**src/rtl/multicycle_cu.sv**
```systemverilog
// multicycle_cu: multi-cycle FETCH/DECODE/EXEC/MEM/WB sequencer for the 16-bit CPU datapath
//   Clock, Reset (sync, active-high), Run (level start/stop at instruction boundary)
//   Opcode  : instruction bits [15:14], latched in FETCH on MemReady
//   MemReady: memory handshake; MemReq/MemInstr/MemRead/MemWrite drive the shared port
//   IRWrite/PCWrite pulse on the completing fetch cycle; other strobes are registered
//   Busy = not IDLE, Err = sticky memory timeout, RetireCnt = completed instructions
module multicycle_cu #(
  parameter int WAIT_MAX = 15,
  parameter int CNT_W    = 16
) (
  input  logic             Clock,
  input  logic             Reset,
  input  logic             Run,
  input  logic [1:0]       Opcode,
  input  logic             MemReady,
  output logic             MemReq,
  output logic             MemInstr,
  output logic             MemRead,
  output logic             MemWrite,
  output logic             IRWrite,
  output logic             PCWrite,
  output logic             RegDst,
  output logic             ALUSrc,
  output logic             MemToReg,
  output logic             RegWrite,
  output logic             ALUOp,
  output logic             Busy,
  output logic             Err,
  output logic [CNT_W-1:0] RetireCnt
);
  localparam int WW = $clog2(WAIT_MAX + 1);
  typedef enum logic [2:0] {IDLE, FETCH, DECODE, EXEC, MEM, WB} state_t;
  state_t state, nState;
  logic [1:0] op, nOp;
  logic [WW-1:0] waitCnt, nWait;
  logic [8:0] ctl;
  logic nErr, done, timeout;
  // strobe vector {MemReq,MemInstr,MemRead,MemWrite,RegDst,ALUSrc,MemToReg,RegWrite,ALUOp};
  // a memory state whose wait counter has hit the limit issues nothing
  function automatic logic [8:0] ctlOf(state_t s, logic [1:0] o, logic to);
    ctlOf = '0;
    if (!to)
      case (s)
        FETCH:   ctlOf = 9'b1110_00000;
        EXEC:    ctlOf = {4'b0000, 1'b0, o != 2'd0, 1'b0, 1'b0, o == 2'd0};
        MEM:     ctlOf = {1'b1, 1'b0, o == 2'd2, o == 2'd3, 1'b0, 1'b1, 1'b0, 1'b0, 1'b0};
        WB:      ctlOf = {4'b0000, o == 2'd0, o == 2'd1, o == 2'd2, 1'b1, o == 2'd0};
        default: ctlOf = '0;
      endcase
  endfunction
  always_comb begin
    nState  = state;
    nOp     = op;
    nErr    = Err;
    done    = 1'b0;
    timeout = waitCnt == WW'(WAIT_MAX);
    case (state)
      IDLE:   nState = (Run && !Err) ? FETCH : IDLE;
      FETCH: begin
        if (timeout) begin
          nState = IDLE;
          nErr   = 1'b1;
        end else if (MemReady) begin
          nState = DECODE;
          nOp    = Opcode;
        end
      end
      DECODE: nState = EXEC;
      EXEC:   nState = op[1] ? MEM : WB;
      MEM: begin
        if (timeout) begin
          nState = IDLE;
          nErr   = 1'b1;
        end else if (MemReady) begin
          done   = op == 2'd3;
          nState = WB;
        end
      end
      WB:      done = 1'b1;
      default: nState = IDLE;
    endcase
    if (done) nState = Run ? FETCH : IDLE;
    // any state change (notably entry to FETCH or MEM) restarts the wait count
    nWait = (nState != state) ? '0 : waitCnt + WW'(MemReq && !MemReady);
  end
  always_ff @(posedge Clock) begin
    if (Reset) begin
      state     <= IDLE;
      op        <= 2'd0;
      waitCnt   <= '0;
      Err       <= 1'b0;
      RetireCnt <= '0;
      ctl       <= '0;
    end else begin
      state     <= nState;
      op        <= nOp;
      waitCnt   <= nWait;
      Err       <= nErr;
      RetireCnt <= RetireCnt + CNT_W'(done);
      ctl       <= ctlOf(nState, nOp, nWait == WW'(WAIT_MAX));
    end
  end
  assign {MemReq, MemInstr, MemRead, MemWrite, RegDst, ALUSrc, MemToReg, RegWrite, ALUOp} = ctl;
  // only the fetch handshake cycle loads IR and advances PC
  assign IRWrite = MemReq && MemInstr && MemReady;
  assign PCWrite = IRWrite;
  assign Busy    = state != IDLE;
endmodule

```
**config.mk**
```make
export PLATFORM = sky130hd
export DESIGN_NAME = multicycle_cu
export DESIGN_NICKNAME = d
export VERILOG_FILES = /design/src/rtl/multicycle_cu.sv
export SDC_FILE = /design/constraint.sdc
export NUM_CORES = 1
export LEC_CHECK = 0
export CORE_UTILIZATION = 50
export CTS_CLUSTER_SIZE = 10
export DETAILED_ROUTE_END_ITERATION = 8
export GPL_ROUTABILITY_DRIVEN = 0
export PLACE_DENSITY = 0.77
export SYNTH_ARGS = -nofsm -noshare
export SYNTH_HDL_FRONTEND = slang
export SYNTH_SLANG_ARGS = --single-unit
```
**constraint.sdc**
```tcl
create_clock -name Clock -period 2.2 [get_ports Clock]
set_input_delay 0.22 -clock Clock [delete_from_list [all_inputs] [get_ports Clock]]
set_output_delay 0.22 -clock Clock [all_outputs]
set_load 0.005 [all_outputs]
```
-- Word-level counts from Yosys, hierarchy flattened
Index checks and enable logic that the tools add are counted.
- register bits after elaboration: 35
- input bits: 6
- output and inout port bits: 29
- logic and storage cells: 54
- add/subtract/negate cells: 2
- eq/ne operators: 16
- muxes and demuxes: 17
- reductions and logical operators: 13
- operators by type and width (operator ; number):
    $pmux W9 S4 ; 1
    $pmux W3 S6 ; 1
    $add A16 B1 Y16 ; 1
    $mux W3 ; 5
    $eq A3 B3 Y1 const B ; 4
    $eq A3 B2 Y1 const B ; 3
    $eq A4 B4 Y1 const B ; 2
    $eq A2 B2 Y1 const B ; 3
    $eq A3 B1 Y1 const B ; 2
    $mux W2 ; 3
    $mux W1 ; 5
    $add A4 B1 Y4 ; 1
    $logic_and A1 B1 Y1 ; 4
    $mux W4 ; 1
    $reduce_or A2 Y1 ; 2
    $logic_not A3 Y1 ; 1
    $ne A3 B3 Y1 ; 1
    $reduce_bool A3 Y1 ; 1
    $eq A2 B1 Y1 const B ; 1
    $logic_not A1 Y1 ; 2
    $logic_not A2 Y1 ; 1
    $pmux W1 S2 ; 1
    $reduce_and A2 Y1 ; 1
    $reduce_bool A2 Y1 ; 1

-- Longest topological paths before layout
Gate-level depths: netlist of run 1.
- word-level depth: 9
- depth in mapped cells: 10
- mapped depth without buffers: 10

-- Least setup slack after synthesis of run 1
OpenSTA, ideal clock, no wires.
- path type: reg-to-reg
- start: register state[2]
- end: register RetireCnt[14]
- library setup time: 128 ps
- data arrival time: 1732 ps
- data required time: 2072 ps
- setup slack: 341 ps
- stages on the path, launching flop included: 11
- path buffers: 1
- clock period less this slack: 1859 ps
- path through: dfxtp_1 > buf_4 > and2b_1 > nor2b_1 > ha_1 > ha_1 > and2_1 > nand4_1 > nor3_1 > xnor2_1 > nor2_1
- word-level cells in the longest chain between the ends: 3
- elaborated cells between the ends (all ways): 4
- classes of those cells: 1 x add/sub; 2 x eq/ne; 1 x mux
- RTL lines (what ; line ; text):
    from (decl) ; 33 ; state_t state, nState;
    from (signal assigned) ; 95 ; state <= nState;
    $eq A3 B3 Y1 ; 57 ; case (state)
    $pmux W1 S2 (*) ; 57 ;
    $add A16 B1 Y16 (*) ; 99 ; RetireCnt <= RetireCnt + CNT_W'(done);
    to (signal assigned) ; 99 ;
    to (decl) ; 29 ; output logic [CNT_W-1:0] RetireCnt
Every way passes the cells marked *; elsewhere a longest branch is shown, timed or not.
A chain may end at the register's enable or synchronous reset.

-- Worst setup path in the final report of run 1
- start: input MemReady
- end: register RetireCnt[14]
- word-level cells in the longest chain between the ends: 4
- RTL lines (what ; line ; text):
    from (decl) ; 15 ; input logic MemReady,
    $mux W1 ; 74 ; end else if (MemReady) begin
    $mux W1 ; 71 ; if (timeout) begin
    $pmux W1 S2 ; 57 ;
    $add A16 B1 Y16 ; 99 ;
No other way between the ends.

==> summary.md, run 1 <==
| Metric | Value |
|---|---|
| Crit path kind | input pin to register |
| DP Area | 0.00211 mm^2 |
| Hold WS | 0.517 ns |
| Pwr Density | 589 mW/mm^2 |
| Setup_tns | 0 ns |
| Clk_lat worst skew | 0.36 ns |
| Fmax | 488 MHz |
| Worst r2r src | waitCnt[1] |
| Mapped Avg Cell Area | 8.69 um^2 |
| Final slew viol count | 0 |
| Critical Path Sink Type | register |
| Unrepaired setup endpoints after global routing | false |
| Yosys reg bits | 35 |
| Number of flops mapped to enable cells by yosys | 0 |
| Tcrit/Tclk final | 93.2% |
| Die area | 0.00357 mm^2 |
| Die height | 59.8 um |
| TritonCTS Buffers | 5 |
| CTS clk-pin slew, worst paths | 0.12 ns |
| Hold EP | Err |
| Final nets | 249 |
| Core Box Area | 0.00310 mm^2 |
| Register area share after synthesis | 42.0% |
| Via count | 1572 |
| Worst Max-Slew Pin Slew | 0.383 ns |
| Total track usage | 24.9% |
| Relative slew slack | 74.4% |
| Cts hold-fix bufs | 0 |
| Max-cap check violation count | 0 |
| DR pass1 iterations | 4 |
| Unique masters post-synth | 43 |
| Initial antenna violation count | 0 |
| Average wire per standard cell | 13.5 um |
| Minimum clock period | 2.05 ns |
| DRT Wirelength | 3840 um |
| Post-route cell area | 0.00220 mm^2 |
| First-pass GRT wire length | 6570 um |
| Post-route DRC | 0 |
| Arr. time, crit path | 2.31 ns |
| Switching Power | 331 uW |
| Synth area leader | dfxtp_1 |
| Post-Syn Area | 0.00167 mm^2 |
| I/O pin cnt | 35 |
| Combinational Power Share | 13.2% |
| Final Hold Fails | 0 |
| Final Util | 71.0% |
| Min-Delay Path Depth | 2 |
| CTS Root Cell | clkbuf_4 |
| Async SR Flop Fraction | 0% |
| DR vias/cell | 5.54 |
| R2R Path End | RetireCnt[14] |
| Post-DP HPWL | 2840 um |
| Syn Inst Count | 192 |
| Worst Skew | 0.0126 ns |
| CP Data Required Time | 2.46 ns |
| Static Leak | 0.840 nW |
| Initial core utilization | 53.8% |
| DR iter-0 viols | 103 |
| Setup violators final | 0 |
| Primary FF master, synth | dfxtp_1 |
| Clock share of power | 35.8% |
| Sequential Power Share | 50.9% |
| Run status | finished, final reports clean |
| P_int | 968 uW |
| R2R Setup Slk | 0.16 ns |
| Antenna Cells | 0 |
| Syn-to-layout area delta | 32.2% |
| Chip width | 59.8 um |
| Hold Startpoint | Err |
| Synth Net Count | 202 |
| Final Power | 1.30 mW |
| Share of the synthesized area in the top cell type | 42.0% |
| Layout cell share with drive strength beyond 1 | 13.3% |
| Crit Path Max Fanout | 4 |
| Vias in the first global route | 1436 |
| Largest net degree at the start of global routing | 22 |
| Final ANT Viol Nets | 0 |
| Syn. warnings | 0 |
| Max Buffers Root-to-Sink | 2 |
| Num rows | 20 |
| Largest cells by area after synthesis | dfxtp_1 42%, nor2_1 6.5%, xnor2_1 5.3% |
| Switching fraction of total power | 25.5% |
| GR Overflow Total | 0 |
| I/O Buffers | 34 |
| Class of the worst hold path | register to register |
| CTS tree | yes |
| Peak VDD IR | 0.431 mV |
| R2R depth | 10 |
| # clock sinks | 35 |
| CTS H-tree lvls | 2 |
| Critical Path Source Type | input pin |
==> cell usage after synthesis, types with 2 or more instances <==
cell type,number
a211oi_1,3
a21oi_1,10
and2_1,3
and3_1,6
buf_4,2
clkbuf_1,3
dfxtp_1,35
ha_1,4
inv_1,5
nand2_1,15
nand3_1,9
nand4_1,6
nor2_1,29
nor2b_1,6
nor3_1,7
nor3b_1,2
nor4_1,3
o21ai_0,3
o22ai_2,2
or3_1,2
xnor2_1,10
xor2_1,6
==> critical path: stages <==
cell             delay [ns]
clkdlybuf4s50_1        0.52
and3_1                 0.20
a21oi_2                0.08
nor2b_1                0.13
ha_1                   0.19
ha_1                   0.20
and2_1                 0.23
nand4_1                0.11
nor3_1                 0.21
xnor2_1                0.17
nor2_1                 0.06
==> kinds of logic (layout without fill, tap and decap cells) <==
family	count (synthesis)	in the layout	share of synthesized area (%)
adder cells (fa/ha/maj)	4	4	3.00
buffers and inverters	11	59	3.38
AO/OA/AOI/OAI	30	30	13.9
flip-flops	35	35	42.0
AND/OR/NAND/NOR	96	96	29.3
XOR/XNOR	16	16	8.40
==> state kept, by name, indices dropped and copies added, names as in the netlist <==
signal / count
ctl: 9
state: 3
op: 2
waitCnt: 4
RetireCnt: 16
Err: 1
==> routing by layer <==
layer / share of wire (%) / track usage, %
met1: 46 / 33.0
met2: 45 / 36.2
met3: 7.2 / 9.52
met4: 2.3 / 9.97
met5: 0 / 0
==> power groups by stage <==
stage / Sequential, mW / Combinational (mW) / Clock [mW]
2_1_floorplan: 0.675 / 0.103 / 0
3_3_place_gp: 0.674 / 0.166 / 0
3_5_place_dp: 0.675 / 0.168 / 0
4_1_cts: 0.661 / 0.168 / 0.470
5_1_grt: 0.664 / 0.188 / 0.501
6_report: 0.662 / 0.171 / 0.466
==> what timing repair did <==
action	CTS	global route
hold endpoints to repair	0	0
buffers inserted	0	1
setup endpoints to repair	0	6
gates resized for setup	0	4
==> cell usage in the layout (no fill, tap or decap), types with 2 or more instances in the layout <==
cell / netlist / routed
ha_1: 4 / 4
nor4_1: 3 / 3
dfxtp_2: 0 / 3
and3_1: 6 / 6
nor3_1: 7 / 7
o21ai_0: 3 / 3
clkdlybuf4s50_1: 0 / 34
xnor2_1: 10 / 10
nand4_1: 6 / 6
nor3b_1: 2 / 2
buf_4: 2 / 12
a21oi_1: 10 / 9
clkbuf_4: 0 / 5
or3_1: 2 / 2
and2_1: 3 / 3
nand3_1: 9 / 9
nor2_1: 29 / 29
o22ai_2: 2 / 2
dfxtp_1: 35 / 32
nor2b_1: 6 / 6
nand2_1: 15 / 15
xor2_1: 6 / 6
a211oi_1: 3 / 3
inv_1: 5 / 5
==> how the worst max path moves through the flow <==
| stage | end | slack, ns | startpoint | depth (start not counted) |
|---|---|---|---|---|
| 2_1_floorplan | RetireCnt[14] | 0.34 | state[2] | 10 |
| 3_3_place_gp | RetireCnt[14] | -0.10 | MemReady | 11 |
| 3_5_place_dp | RetireCnt[14] | -0.23 | MemReady | 11 |
| 4_1_cts | RetireCnt[14] | 0.09 | waitCnt[2] | 10 |
| 5_1_grt | RetireCnt[14] | 0.03 | MemReady | 11 |
| 6_report | RetireCnt[14] | 0.15 | MemReady | 11 |
==> area by class of cell <==
class	instances	area [um^2]
Clock buffer	5	37.5
Clock inverter	3	43.8
Fill cell	277	898
Inverter	5	18.8
Multi-Input combinational cell	146	915
Sequential cell	35	704
Tap cell	44	55.1
Timing Repair Buffer	46	430
==> per-stage QoR <==
stage | instances | setup slack (ns)
final | 284 | 0.150
after global routing | 284 | 0.0252
after CTS | 283 | 0.0868
after detailed placement | 275 | -0.231
after global placement | 275 | -0.101
after floorplan | 192 | 0.341
Power figures use the tool's default switching activity.
==> run 2: changes to the inputs <==
--- a/config.mk
+++ b/config.mk
@@ -5,6 +5,7 @@
 export SDC_FILE = /design/constraint.sdc
 export NUM_CORES = 1
 export LEC_CHECK = 0
+export CAP_MARGIN = 20
 export CORE_UTILIZATION = 50
 export CTS_CLUSTER_SIZE = 10
 export DETAILED_ROUTE_END_ITERATION = 8
==> results of run 2 <==
The final DEF is identical to that of run 1; final timing and power are the same.
==> run 3: changes to the inputs <==
--- a/config.mk
+++ b/config.mk
@@ -10,6 +10,7 @@
 export CTS_CLUSTER_SIZE = 10
 export DETAILED_ROUTE_END_ITERATION = 8
 export GPL_ROUTABILITY_DRIVEN = 0
+export HOLD_SLACK_MARGIN = 0.12
 export PLACE_DENSITY = 0.77
 export SYNTH_ARGS = -nofsm -noshare
 export SYNTH_HDL_FRONTEND = slang
==> results of run 3 <==
The final DEF is identical to that of run 1; final timing and power are the same.
